`src/rtl/cpu_ctrl.sv`:
```
// cpu_ctrl: eight-step instruction sequencer issuing fetch/execute control strobes; optional halt latch via CTRL_HALT_LATCH_EN.
// Latency: strobes are registered and valid during the cycle the FSM sits in the step they belong to; fetch starts ST0 one edge later.
// Backpressure: none; the sequence free-runs once started and only reset can stop it (or hold it in HALTED).
module cpu_ctrl (
  input  logic       clk,
  input  logic       reset,
  input  logic       fetch,
  input  logic [2:0] opcode,
  input  logic       zero,
  output logic       inc_pc,
  output logic       load_acc,
  output logic       load_pc,
  output logic       rd,
  output logic       wr,
  output logic       load_ir,
  output logic       datactl_ena,
  output logic       halt,
  output logic [2:0] state
);

  localparam logic [2:0] OP_HLT  = 3'b000;
  localparam logic [2:0] OP_SKZ  = 3'b001;
  localparam logic [2:0] OP_ADD  = 3'b010;
  localparam logic [2:0] OP_ANDD = 3'b011;
  localparam logic [2:0] OP_XORR = 3'b100;
  localparam logic [2:0] OP_LDA  = 3'b101;
  localparam logic [2:0] OP_STO  = 3'b110;
  localparam logic [2:0] OP_JMP  = 3'b111;

  typedef enum logic [3:0] {
    S_IDLE,
    S_ST0,
    S_ST1,
    S_ST2,
    S_ST3,
    S_ST4,
    S_ST5,
    S_ST6,
    S_ST7
`ifdef CTRL_HALT_LATCH_EN
    , S_HALTED
`endif
  } state_e;

  // All strobes travel together so they share one register.
  typedef struct packed {
    logic inc_pc;
    logic load_acc;
    logic load_pc;
    logic rd;
    logic wr;
    logic load_ir;
    logic datactl_ena;
    logic halt;
  } ctrl_t;

  state_e state_q, state_d;
  ctrl_t  ctrl_q, ctrl_d;

  logic op_alu, op_sto, op_jmp, op_skz, op_hlt;

  assign op_alu = (opcode == OP_ADD) || (opcode == OP_ANDD) ||
                  (opcode == OP_XORR) || (opcode == OP_LDA);
  assign op_sto = (opcode == OP_STO);
  assign op_jmp = (opcode == OP_JMP);
  assign op_skz = (opcode == OP_SKZ);
  assign op_hlt = (opcode == OP_HLT);

  // Next step: fetch only matters in IDLE; the cycle wraps ST7 -> ST0.
  always_comb begin
    state_d = state_q;
    case (state_q)
      S_IDLE:  if (fetch) state_d = S_ST0;
      S_ST0:   state_d = S_ST1;
      S_ST1:   state_d = S_ST2;
      S_ST2:   state_d = S_ST3;
`ifdef CTRL_HALT_LATCH_EN
      S_ST3:   state_d = op_hlt ? S_HALTED : S_ST4;
      S_HALTED: state_d = S_HALTED;
`else
      S_ST3:   state_d = S_ST4;
`endif
      S_ST4:   state_d = S_ST5;
      S_ST5:   state_d = S_ST6;
      S_ST6:   state_d = S_ST7;
      S_ST7:   state_d = S_ST0;
      default: state_d = S_IDLE;
    endcase
  end

  // Strobes for the step being entered, so the registered value lines up with that step.
  always_comb begin
    ctrl_d = '0;
    case (state_d)
      S_ST0, S_ST1: begin
        ctrl_d.rd      = 1'b1;
        ctrl_d.load_ir = 1'b1;
        ctrl_d.inc_pc  = 1'b1;
      end
      S_ST3: ctrl_d.halt = op_hlt;
      S_ST4: begin
        ctrl_d.rd          = op_alu;
        ctrl_d.datactl_ena = op_sto;
        ctrl_d.load_pc     = op_jmp;
        ctrl_d.inc_pc      = op_jmp;
      end
      S_ST5: begin
        ctrl_d.rd          = op_alu;
        ctrl_d.load_acc    = op_alu;
        ctrl_d.wr          = op_sto;
        ctrl_d.datactl_ena = op_sto;
        ctrl_d.inc_pc      = op_skz & zero;
      end
      S_ST6: begin
        ctrl_d.rd          = op_alu;
        ctrl_d.datactl_ena = op_sto;
      end
      S_ST7: ctrl_d.inc_pc = op_skz & zero;
`ifdef CTRL_HALT_LATCH_EN
      S_HALTED: ctrl_d.halt = 1'b1;
`endif
      default: ctrl_d = '0;
    endcase
  end

  // State and strobe registers; reset drops everything immediately, clock or not.
  always_ff @(posedge clk or negedge reset) begin
    if (!reset) begin
      state_q <= S_IDLE;
      ctrl_q  <= '0;
    end else begin
      state_q <= state_d;
      ctrl_q  <= ctrl_d;
    end
  end

  // Debug step number: IDLE reads 0, HALTED reads 3 (the step that stopped it).
  always_comb begin
    state = 3'd0;
    case (state_q)
      S_ST0:    state = 3'd0;
      S_ST1:    state = 3'd1;
      S_ST2:    state = 3'd2;
      S_ST3:    state = 3'd3;
      S_ST4:    state = 3'd4;
      S_ST5:    state = 3'd5;
      S_ST6:    state = 3'd6;
      S_ST7:    state = 3'd7;
`ifdef CTRL_HALT_LATCH_EN
      S_HALTED: state = 3'd3;
`endif
      default:  state = 3'd0;
    endcase
  end

  assign inc_pc      = ctrl_q.inc_pc;
  assign load_acc    = ctrl_q.load_acc;
  assign load_pc     = ctrl_q.load_pc;
  assign rd          = ctrl_q.rd;
  assign wr          = ctrl_q.wr;
  assign load_ir     = ctrl_q.load_ir;
  assign datactl_ena = ctrl_q.datactl_ena;
  assign halt        = ctrl_q.halt;

endmodule

```
`config.mk`:
```
export PLATFORM = sky130hd
export DESIGN_NAME = cpu_ctrl
export DESIGN_NICKNAME = d
export VERILOG_FILES = /design/src/rtl/cpu_ctrl.sv
export SDC_FILE = /design/constraint.sdc
export NUM_CORES = 1
export LEC_CHECK = 0
export CORE_MARGIN = 2
export CORE_UTILIZATION = 44
export DETAILED_ROUTE_END_ITERATION = 8
export GPL_ROUTABILITY_DRIVEN = 1
export PLACE_DENSITY = 0.72
export SYNTH_ARGS = -nofsm -noshare
export SYNTH_HDL_FRONTEND = slang
export SYNTH_SLANG_ARGS = --single-unit
```
`constraint.sdc`:
```
create_clock -name clk -period 5 [get_ports clk]
set_input_delay 0.75 -clock clk [delete_from_list [all_inputs] [get_ports clk]]
set_output_delay 0.75 -clock clk [all_outputs]
set_load 0.02 [all_outputs]
```
==> impl_metrics.env <==
export IMPL_status="complete, no violations"
export IMPL_cts_repair_resized=0
export IMPL_startpoint="state_q[0]$_DFF_PN0_"
export IMPL_rsz0062_at_grt="no"
export IMPL_synth_edff_count=0
export IMPL_fin_crit_ns=2.81
export IMPL_slew_headroom_pct=65.8
export IMPL_path_clk_slew_ns=0.07
export IMPL_crit_buf_inv=1
export IMPL_avgSynthCellArea_sq_um=10.0
export IMPL_h_tree_depth=1
export IMPL_hpwl_um=1070
export IMPL_clock_path_buffers=2
export IMPL_crit_type="reg2out"
export IMPL_worst_path_largest_cell_delay_ns=0.62
export IMPL_ys_warnings_count=0
export IMPL_root_buffer="clkbuf_4"
export IMPL_cts_tree="yes"
export IMPL_firstDrtPassIters=4
export IMPL_wirelength_um=1430
export IMPL_ios=18
export IMPL_r2r_end="inc_pc$_DFF_PN0_"
export IMPL_critPathLaunchType="flip-flop"
export IMPL_synth_area_leader_cell="dfrtp_1"
export IMPL_r2r_slack_ns=2.99
export IMPL_synth_seq_area_share_pct=39.9
export IMPL_syn2layout_area_growth_pct=27.0
export IMPL_antenna_left=0
export IMPL_power_frac_clock_pct=33.5
export IMPL_timing_rr_start="state_q[0]$_DFF_PN0_"
export IMPL_post_drt_wl_per_cell_um=13.1
export IMPL_synth_flop_cell="dfrtp_1"
export IMPL_drive_gt1_share_pct=10.8
export IMPL_synth_cells=75
export IMPL_crit_end="state[1]"
export IMPL_final_setup_viol_count=0
export IMPL_hold_depth=1
export IMPL_drtIter0Drc=10
export IMPL_synth_area_sq_um=752
export IMPL_reg2reg_depth=6
export IMPL_cts_buffers=3
export IMPL_power_uw=167
export IMPL_synth_top_family_by_area="simple AND/OR/NAND/NOR gates"
export IMPL_antenna_cells=0
export IMPL_endpoint_kind="primary output"
export IMPL_grt_ovfl_total=0
export IMPL_die_w_um=45.3
export IMPL_path_max_fanout=6
export IMPL_synth_simple_area_share_pct=27.6
export IMPL_synth_top_area_share_pct=39.9
export IMPL_initial_core_util_pct=48.2
export IMPL_critPathArrivalTime_ns=2.06
export IMPL_dr_total_vias=611
export IMPL_drcViolationCount=0
export IMPL_syn_nets=87
export IMPL_hold_class="reg2reg"
export IMPL_core_area_sq_mm=0.00156
export IMPL_synth_area_top_cells="dfrtp_1 (40%), ha_1 (8.3%), o21ai_0 (4.0%)"
export IMPL_finalHoldViolCount=0
export IMPL_clock_latency_ns=0.26
export IMPL_cpMaxStageDelayCell="clkdlybuf4s50_1"
export IMPL_grt_pass1_vias=528
export IMPL_cp_top_family="buffers and inverters"
export IMPL_grt_pass1_wl_um=2370
export IMPL_die_h_um=45.3
export IMPL_worst_pin_slew_ns=0.512
export IMPL_p_switching_uw=34.6
export IMPL_synth_xor_area_share_pct=2.33
export IMPL_max_freq_ghz=0.356
export IMPL_vdd_drop_max_uv=110
export IMPL_combPwrFrac_pct=8.2
export IMPL_slew_viol_final=0
export IMPL_row_count=14
export IMPL_antenna_found_initial=0
export IMPL_power_internal_uw=133
export IMPL_path_cells="ha_1 > nand2b_1 > a21boi_0 > o21ai_0 > clkdlybuf4s50_1"
export IMPL_p_leak_uw=0.000415
export IMPL_ys_async_sr_fraction_pct=100
export IMPL_p_seq_share_pct=58.4
export IMPL_grt_util_all_layers_pct=16.4
export IMPL_setup_ws_ns=2.19
export IMPL_port_buffers=17
export IMPL_die_area_sq_mm=0.00206
export IMPL_gp_congestion=0.799
export IMPL_ys_types=32
export IMPL_postCtsHoldBufs=0
export IMPL_cp_required_ns=4.25
export IMPL_layout_cells_non_filler=109
export IMPL_placedCellCount=106
export IMPL_ys_ff_latch=12
export IMPL_design_final_nets=107
export IMPL_fin_util_pct=61.2
export IMPL_crit_cells=5
export IMPL_maxCapViolCount=0
export IMPL_synth_fa_ha_area_share_pct=8.32
export IMPL_cts_sinks=12
export IMPL_fin_crit_sh_pct=56.1
export IMPL_vias_per_cell=5.61
export IMPL_synth_area_mux_share_pct=0
export IMPL_pwr_density_cell_mw_per_mm2=175
export IMPL_synth_compound_area_share_pct=18.0
export IMPL_tns_ns=0
export IMPL_dpl_worst_slack_ns=2.48
export IMPL_cts_setup_buffers=0
export IMPL_grt_max_degree=16
export IMPL_fin_worst_skew_ns=0.00546
export IMPL_switching_share_pct=20.7
==> kinds of logic (layout without fill, tap and decap cells) <==
logic type               Yosys count  after routing
AND/OR/NAND/NOR                   30             30
adder cells (fa/ha/maj)            5              5
buffers and inverters              7             25
flip-flops                        12             12
XOR/XNOR                           2              2
AO/OA/AOI/OAI                     19             19
==> how the worst min path moves through the flow <==
| stage | start | to |
|---|---|---|
| 2_1_floorplan | reset | datactl_ena$_DFF_PN0_ |
| 3_3_place_gp | state_q[2]$_DFF_PN0_ | state_q[2]$_DFF_PN0_ |
| 3_5_place_dp | state_q[3]$_DFF_PN0_ | state_q[2]$_DFF_PN0_ |
| 4_1_cts | state_q[3]$_DFF_PN0_ | state_q[2]$_DFF_PN0_ |
| 5_1_grt | state_q[3]$_DFF_PN0_ | state_q[2]$_DFF_PN0_ |
| 6_report | state_q[3]$_DFF_PN0_ | state_q[2]$_DFF_PN0_ |
==> layout by cell type, fill, tap and decap left out, types with 2 or more instances in the layout <==
cell type	netlist	routed
nand3_1	4	4
nor3b_1	2	2
a21oi_1	4	4
nor2_1	7	7
nand2_1	3	3
o21ai_0	6	6
nand2b_1	3	3
o2bb2ai_1	2	2
clkdlybuf4s50_1	0	17
dfrtp_1	12	12
inv_1	4	4
nand3b_1	2	2
clkbuf_4	0	3
ha_1	5	5
==> power by group through the flow <==
stage                     clock [uW]  combinational, uW  sequential, uW
after floorplan                    0               4.22            99.9
after global placement             0               13.7            99.5
after detailed placement           0               13.7            99.4
after CTS                       59.1               14.0            97.6
after global routing            63.9               15.1            97.6
final                           55.9               13.6            97.6
==> state kept, by name (all words and copies together) (netlist names) <==
name         cells
load_acc         1
datactl_ena      1
rd               1
load_pc          1
state_q          4
wr               1
load_ir          1
inc_pc           1
halt             1
==> metrics by stage <==
| stage | hold WS [ns] | cell area (sq um) |
|---|---|---|
| floorplan | 0.454 | 752 |
| global placement | 0.711 | 932 |
| detailed placement | 0.704 | 932 |
| CTS | 0.714 | 955 |
| global route | 0.776 | 955 |
| finish | 0.719 | 955 |
==> worst reg2reg max path: stages (launching register included) <==
cell and delay (ns):
dfrtp_1 0.45, inv_1 0.13, ha_1 0.27, or3_1 0.46, a21oi_1 0.25, o311ai_0 0.19, o211ai_1 0.16
==> synth_stat cells, types with 3 or more instances <==
cell and instances:
dfrtp_1 12, o21ai_0 6, nand2_1 3, ha_1 5
nand2b_1 3, inv_1 4, nor2_1 7, nand3_1 4
a21oi_1 4
==> cell type report <==
cell class                      count  area (sq um)
Multi-Input combinational cell     56           423
Timing Repair Buffer               17           170
Clock buffer                        3          22.5
Tap cell                           16          20.0
Inverter                            5          18.8
Sequential cell                    12           300
Fill cell                         140           604
==> per-layer routing <==
layer / part of all wire, % / GRT usage (%) / wire, um / up-vias
li1: - / - / - / 307
met1: 48 / 22.3 / 686 / 284
met2: 45 / 24.3 / 637 / 18
met3: 6.2 / 6.00 / 88 / 2
met4: 0.91 / 5.29 / 13 / 0
met5: 0 / 0 / 0 / -
Note: power is estimated with default switching activity, not from simulation.
